**config.mk**
```make
export PLATFORM = sky130hd
export DESIGN_NAME = jtag_tdo_mux
export DESIGN_NICKNAME = d
export VERILOG_FILES = /design/src/rtl/jtag_tdo_mux.sv
export SDC_FILE = /design/constraint.sdc
export NUM_CORES = 1
export LEC_CHECK = 0
export ABC_CLOCK_PERIOD_IN_PS = 1600
export CORE_MARGIN = 1
export CORE_UTILIZATION = 45
export DETAILED_ROUTE_END_ITERATION = 12
export PLACE_DENSITY = 0.83
export SLEW_MARGIN = 20
export SYNTH_ARGS = -nofsm -noshare
export SYNTH_HDL_FRONTEND = slang
export SYNTH_SLANG_ARGS = --single-unit
```
**constraint.sdc**
```tcl
create_clock -name TCK -period 1.6 [get_ports TCK]
set_input_delay 0.32 -clock TCK [delete_from_list [all_inputs] [get_ports TCK]]
set_output_delay 0.32 -clock TCK [all_outputs]
set_load 0.01 [all_outputs]
```
**src/rtl/jtag_tdo_mux.sv**
```systemverilog
// jtag_tdo_mux: TDO output stage for the JTAG TAP.
// Selects the IR or one of NUM_DR data-register channels onto TDO.
// Selected channels get a captured {ahb_busy, ahb_error} status prefix,
// sent ahead of the DR data. The external DR shift is held off while the
// prefix is going out.
// TDO/TDO_oe are registered on the falling edge of TCK. The block also keeps
// a saturating per-session shift counter and a sticky illegal-select flag.
//
// Ports:
//   TCK, TRST         TAP clock, asynchronous active-low reset
//   tlr_reset         synchronous clear (Test-Logic-Reset)
//   capture_dr        TAP in Capture-DR (loads status prefix, zeroes counter)
//   dr_shift/ir_shift TAP in Shift-DR / Shift-IR
//   instr_out         IR serial output bit
//   dr_sel            decoded DR channel select
//   dr_out            per-channel DR serial output bits
//   ahb_busy/error    AHB status sampled at Capture-DR
//   TDO, TDO_oe       registered serial output and output enable
//   dr_shift_gate     combinational shift enable for the external DRs
//   shift_cnt         bits shifted in the current DR session (saturating)
//   sel_err           sticky illegal-select / illegal-state flag
module jtag_tdo_mux #(
    parameter int unsigned       NUM_DR      = 4,
    parameter int unsigned       SEL_W       = (NUM_DR > 1) ? $clog2(NUM_DR) : 1,
    // The status field is fixed to {ahb_busy, ahb_error}, so this must stay 2.
    parameter int unsigned       STATUS_W    = 2,
    parameter logic [NUM_DR-1:0] PREFIX_MASK = NUM_DR'(4'b0100),
    parameter int unsigned       CNT_W       = 8
) (
    input  logic              TCK,
    input  logic              TRST,
    input  logic              tlr_reset,
    input  logic              capture_dr,
    input  logic              dr_shift,
    input  logic              ir_shift,
    input  logic              instr_out,
    input  logic [SEL_W-1:0]  dr_sel,
    input  logic [NUM_DR-1:0] dr_out,
    input  logic              ahb_busy,
    input  logic              ahb_error,
    output logic              TDO,
    output logic              TDO_oe,
    output logic              dr_shift_gate,
    output logic [CNT_W-1:0]  shift_cnt,
    output logic              sel_err
);

    localparam int unsigned SEL_SPAN = 1 << SEL_W;
    localparam int unsigned PRE_W    = $clog2(STATUS_W + 1);

    logic [STATUS_W-1:0] status_sr;
    logic [PRE_W-1:0]    pre_left;
    logic [SEL_SPAN-1:0] dr_out_pad;
    logic [SEL_SPAN-1:0] mask_pad;
    logic                sel_ok;
    logic                prefix_active;
    logic                dr_only_shift;
    logic                next_bit;

    // Pad to the full select range so out-of-range selects index real (zero) bits.
    assign dr_out_pad = SEL_SPAN'(dr_out);
    assign mask_pad   = SEL_SPAN'(PREFIX_MASK);

    assign sel_ok        = ({1'b0, dr_sel} < (SEL_W + 1)'(NUM_DR));
    assign prefix_active = (pre_left != '0);
    assign dr_only_shift = dr_shift & ~ir_shift;

    // External DRs hold during the prefix so no data bit is lost.
    assign dr_shift_gate = dr_only_shift & ~prefix_active;

    // TDO source; IR wins when both shift states are (illegally) high.
    always_comb begin
        next_bit = 1'b0;
        if (ir_shift) begin
            next_bit = instr_out;
        end else if (dr_shift && prefix_active) begin
            next_bit = status_sr[0];
        end else if (dr_shift && sel_ok) begin
            next_bit = dr_out_pad[dr_sel];
        end
    end

    // Rising-edge state: status prefix, session counter, sticky error.
    always_ff @(posedge TCK or negedge TRST) begin
        if (!TRST) begin
            status_sr <= '0;
            pre_left  <= '0;
            shift_cnt <= '0;
            sel_err   <= 1'b0;
        end else if (tlr_reset) begin
            status_sr <= '0;
            pre_left  <= '0;
            shift_cnt <= '0;
            sel_err   <= 1'b0;
        end else begin
            if (capture_dr) begin
                // ahb_error in the LSB so it goes out first.
                status_sr <= STATUS_W'({ahb_busy, ahb_error});
                pre_left  <= mask_pad[dr_sel] ? PRE_W'(STATUS_W) : '0;
                shift_cnt <= '0;
            end else if (dr_only_shift) begin
                if (shift_cnt != {CNT_W{1'b1}}) begin
                    shift_cnt <= shift_cnt + CNT_W'(1);
                end
                if (prefix_active) begin
                    status_sr <= status_sr >> 1;
                    pre_left  <= pre_left - PRE_W'(1);
                end
            end
            if (dr_shift && (!sel_ok || ir_shift)) begin
                sel_err <= 1'b1;
            end
        end
    end

    // Falling-edge output register: bit stays valid across the next rising edge.
    always_ff @(negedge TCK or negedge TRST) begin
        if (!TRST) begin
            TDO    <= 1'b0;
            TDO_oe <= 1'b0;
        end else if (tlr_reset) begin
            TDO    <= 1'b0;
            TDO_oe <= 1'b0;
        end else begin
            TDO    <= next_bit;
            TDO_oe <= ir_shift | dr_shift;
        end
    end

endmodule

```
=== After elaboration in Yosys (flattened, before gate mapping) ===
Index checks and enable logic that the tools add are counted.
W data, S select, Z words.

* Bits in registers: 15
* Input port bits: 15
* Logic and storage cells: 48

* Bitwise gates (word level): 5
* Muxes and demuxes: 24
* Eq/ne operators: 1
* $lt $le $gt $ge: 1
* Add/sub/neg operators: 2
* Reductions and logical operators: 9

{| class="wikitable"
|+ Operators with widths
! operator !! count
|-
| $mux W8 || 4
|-
| $mux W2 || 9
|-
| $mux W1 || 9
|-
| $reduce_bool A3 Y1 || 3
|-
| $add A8 B1 Y8 const B || 1
|-
| $ne A8 B8 Y1 const B || 1
|-
| $bmux W1 S2 || 2
|-
| $reduce_and A2 Y1 || 2
|-
| $reduce_bool A2 Y1 || 2
|-
| $lt A2 B3 Y1 const B || 1
|-
| $and A1 B1 Y1 || 2
|-
| $logic_and A1 B1 Y1 || 2
|-
| $not A1 Y1 || 2
|-
| $sub A2 B1 Y2 const B || 1
|-
| $or A1 B1 Y1 || 1
|}

=== Depth between registers and ports, before layout ===
* Depth after elaboration: 6
* Depth in mapped cells: 5
* Gate-level depth less buffers: 5

==> impl_metrics.ini <==
[outcome]
status = complete, but fails checks
violations = setup timing

[grt]
first_global_vias = 867
grt_first_pass_wirelength_microns = 3810
grt_usage = 0.260
antenna_found_initial = 0
overflow = 0
grt_max_degree = 11

[sta]
setup_ws_ns = -0.328
relSlewSlack = 0.730
rsz0062_at_grt = true
setup_viol = 4
tightest_slew_ns = 0.405
hold_viol = 0
skew_ns = 0.00301
slew_violations = 0

[setup_path]
cpPeakStageDelay_ns = 0.40
crit_type = reg -> out
critical_path.endpoint = TDO
start_kind = register
end_kind = output pin
slowest_stage = dfrtn_1
cp_cell_sequence = buf_2
cp.buffers_inverters = 1
rr_endpoint = TDO
crit-reg2reg-launch = pre_left[0]
cp.depth = 1
arrival_ns = 1.61
crit_path_start = TDO
critPathMaxFanout = 1
r2r_setup_slack_ns = -0.21
cp_top_family = flip-flops
required_ns = 1.28
reg2reg_depth = 5

[detailed_routing]
drtIter0Drc = 28
vias = 921
drc = 0
drt-total-wl_microns = 2460
drt_pass1_iterations = 4
wire_per_inst_microns = 14.8
vias_per_cell = 5.55
ant_nets = 0

[power]
power.static_leakage_nw = 0.634
p_clk_frac = 0.288
swShare = 0.260
power.density_mw_per_mm2 = 556
p_switching_mw = 0.198
total_power_mw = 0.764
ir_drop_mv = 0.487
seq_power_share = 0.517
p_int_mw = 0.565
comb_power_share = 0.196

[synthesis]
synthArstFlopShare = 1.00
post-synth-top-count-cell = dfrtp_1
synth_top_area_frac = 0.377
ys_warn_count = 0
synth_flop_cell = dfrtp_1
synth_area_leaders = dfrtp_1, dfrtn_1, nand2_1
synth_largest_area_cell = dfrtp_1
synth_area_per_cell_sq_um = 9.59
syn-cell-area_sq_um = 863
synth_cells = 90
ys_seq_area_frac = 0.435
ys_types = 37
synth_common_cells = dfrtp_1, nand2_1, nor2_1
yosys_register_bits = 15
synth-edff-count = 0
synth_nets = 107

[final_layout]
drive_gt1_frac = 0.326
finalCoreUtilization = 0.779
area_delta_synth_final_pct = 59.1
final_nets = 159
antenna_cells = 0
n_fill_cell = 136

[clock_network]
root_buffer = clkbuf_4
cts_tree = done
postCtsHoldBufs = 0
clk_latency_ns = 0.28
numCtsBuffers = 3
cts_max_level = 1
cts.sinks = 15
path_clk_slew_ns = 0.09
cts_buffer_depth = 2

[floorplanning]
die_w_microns = 45.8
core_sq_mm = 0.00176
fp.dieH_microns = 45.8
num_rows = 15
start_util = 0.489
ios = 27
dieArea_sq_mm = 0.00210

[flow_run]
maxCapViolations = 0

[placement]
routabilityCongestion = 0.765
dp_hpwl_microns = 1750
portBuffers = 26

[worst_hold_path]
hold_path.class = in -> reg
## power groups by stage
stage	logic (mW)	clock network [mW]	registers [mW]
4_1_cts	0.144	0.223	0.395
3_5_place_dp	0.143	0	0.402
3_3_place_gp	0.139	0	0.402
5_1_grt	0.161	0.248	0.395
6_report	0.149	0.220	0.395
2_1_floorplan	0.0433	0	0.404
## how the worst min path moves through the flow
stage / start / end / slack (ns) / cells past startpoint
after floorplan: TRST / pre_left[0] / 0.02 / 0
after global placement: sel_err / sel_err / 0.49 / 2
after detailed placement: sel_err / sel_err / 0.51 / 2
after CTS: dr_sel[0] / pre_left[1] / 0.44 / 3
after global routing: dr_sel[0] / pre_left[1] / 0.33 / 3
final: dr_sel[0] / pre_left[1] / 0.33 / 3
## metal layers
layer / global-route usage / vias to the layer above / wire, microns
met5: 0 / - / 0
li1: - / 431 / -
met3: 0.0476 / 2 / 130
met4: 0.0882 / 0 / 16
met1: 0.333 / 453 / 1050
met2: 0.440 / 35 / 1260
## state kept, by name, summed over array words and instances (netlist names)
signal and count:
TDO_oe 1, sel_err 1, shift_cnt 8, TDO 1, status_sr 2, pre_left 2
## what timing repair did
action                                  CTS  global route
gates resized for setup                  29             9
pin swaps                                 5             3
setup buffers                             7             3
endpoints found under the setup margin    8            10
## cell usage in the layout, fill, tap and decap left out, types with 2 or more instances in the layout
cell / instances
buf_2: 3
dfrtp_1: 13
a211oi_1: 4
dfrtn_1: 2
o21ai_0: 2
nand2b_1: 2
a31oi_1: 3
inv_2: 2
dlygate4sd2_1: 8
and4_1: 2
buf_4: 23
clkbuf_4: 3
a21oi_1: 5
buf_6: 2
nor3_1: 2
nor2_1: 6
nand2_1: 10
nand3b_1: 2
mux2i_1: 3
inv_1: 3
clkdlybuf4s50_1: 13
## through the flow
stage	worst slack (ns)	cell area, sq um	cells	setup TNS [ns]	hold WS (ns)
6_report	-0.328	1370	166	-0.882	0.328
5_1_grt	-0.362	1370	166	-1.05	0.327
4_1_cts	-0.341	1340	164	-0.995	0.443
3_5_place_dp	-0.846	1270	154	-3.91	0.509
3_3_place_gp	-0.804	1270	154	-3.27	0.492
2_1_floorplan	-0.281	866	90	-0.281	0.0244
## cells by family after synthesis
family	after synthesis	share of synthesized area
and+or+nand+nor	37	0.249
AOI/OAI and AO/OA	20	0.157
DFF	15	0.435
buffers and inverters	10	0.0464
muxes	5	0.0739
adders and majority gates	2	0.0290
xor gates and xnor gates	1	0.0101
## final cells by class
type                            count  area (sq um)  share of cell area
Tap cell                           25          31.3              0.0228
Clock buffer                        3          22.5              0.0164
Multi-Input combinational cell     65           487               0.354
Sequential cell                    15           375               0.273
Clock inverter                      1          5.00             0.00364
Timing Repair Buffer               51           428               0.311
Inverter                            6          25.0              0.0182
Note: power is estimated with default switching activity, not from simulation.
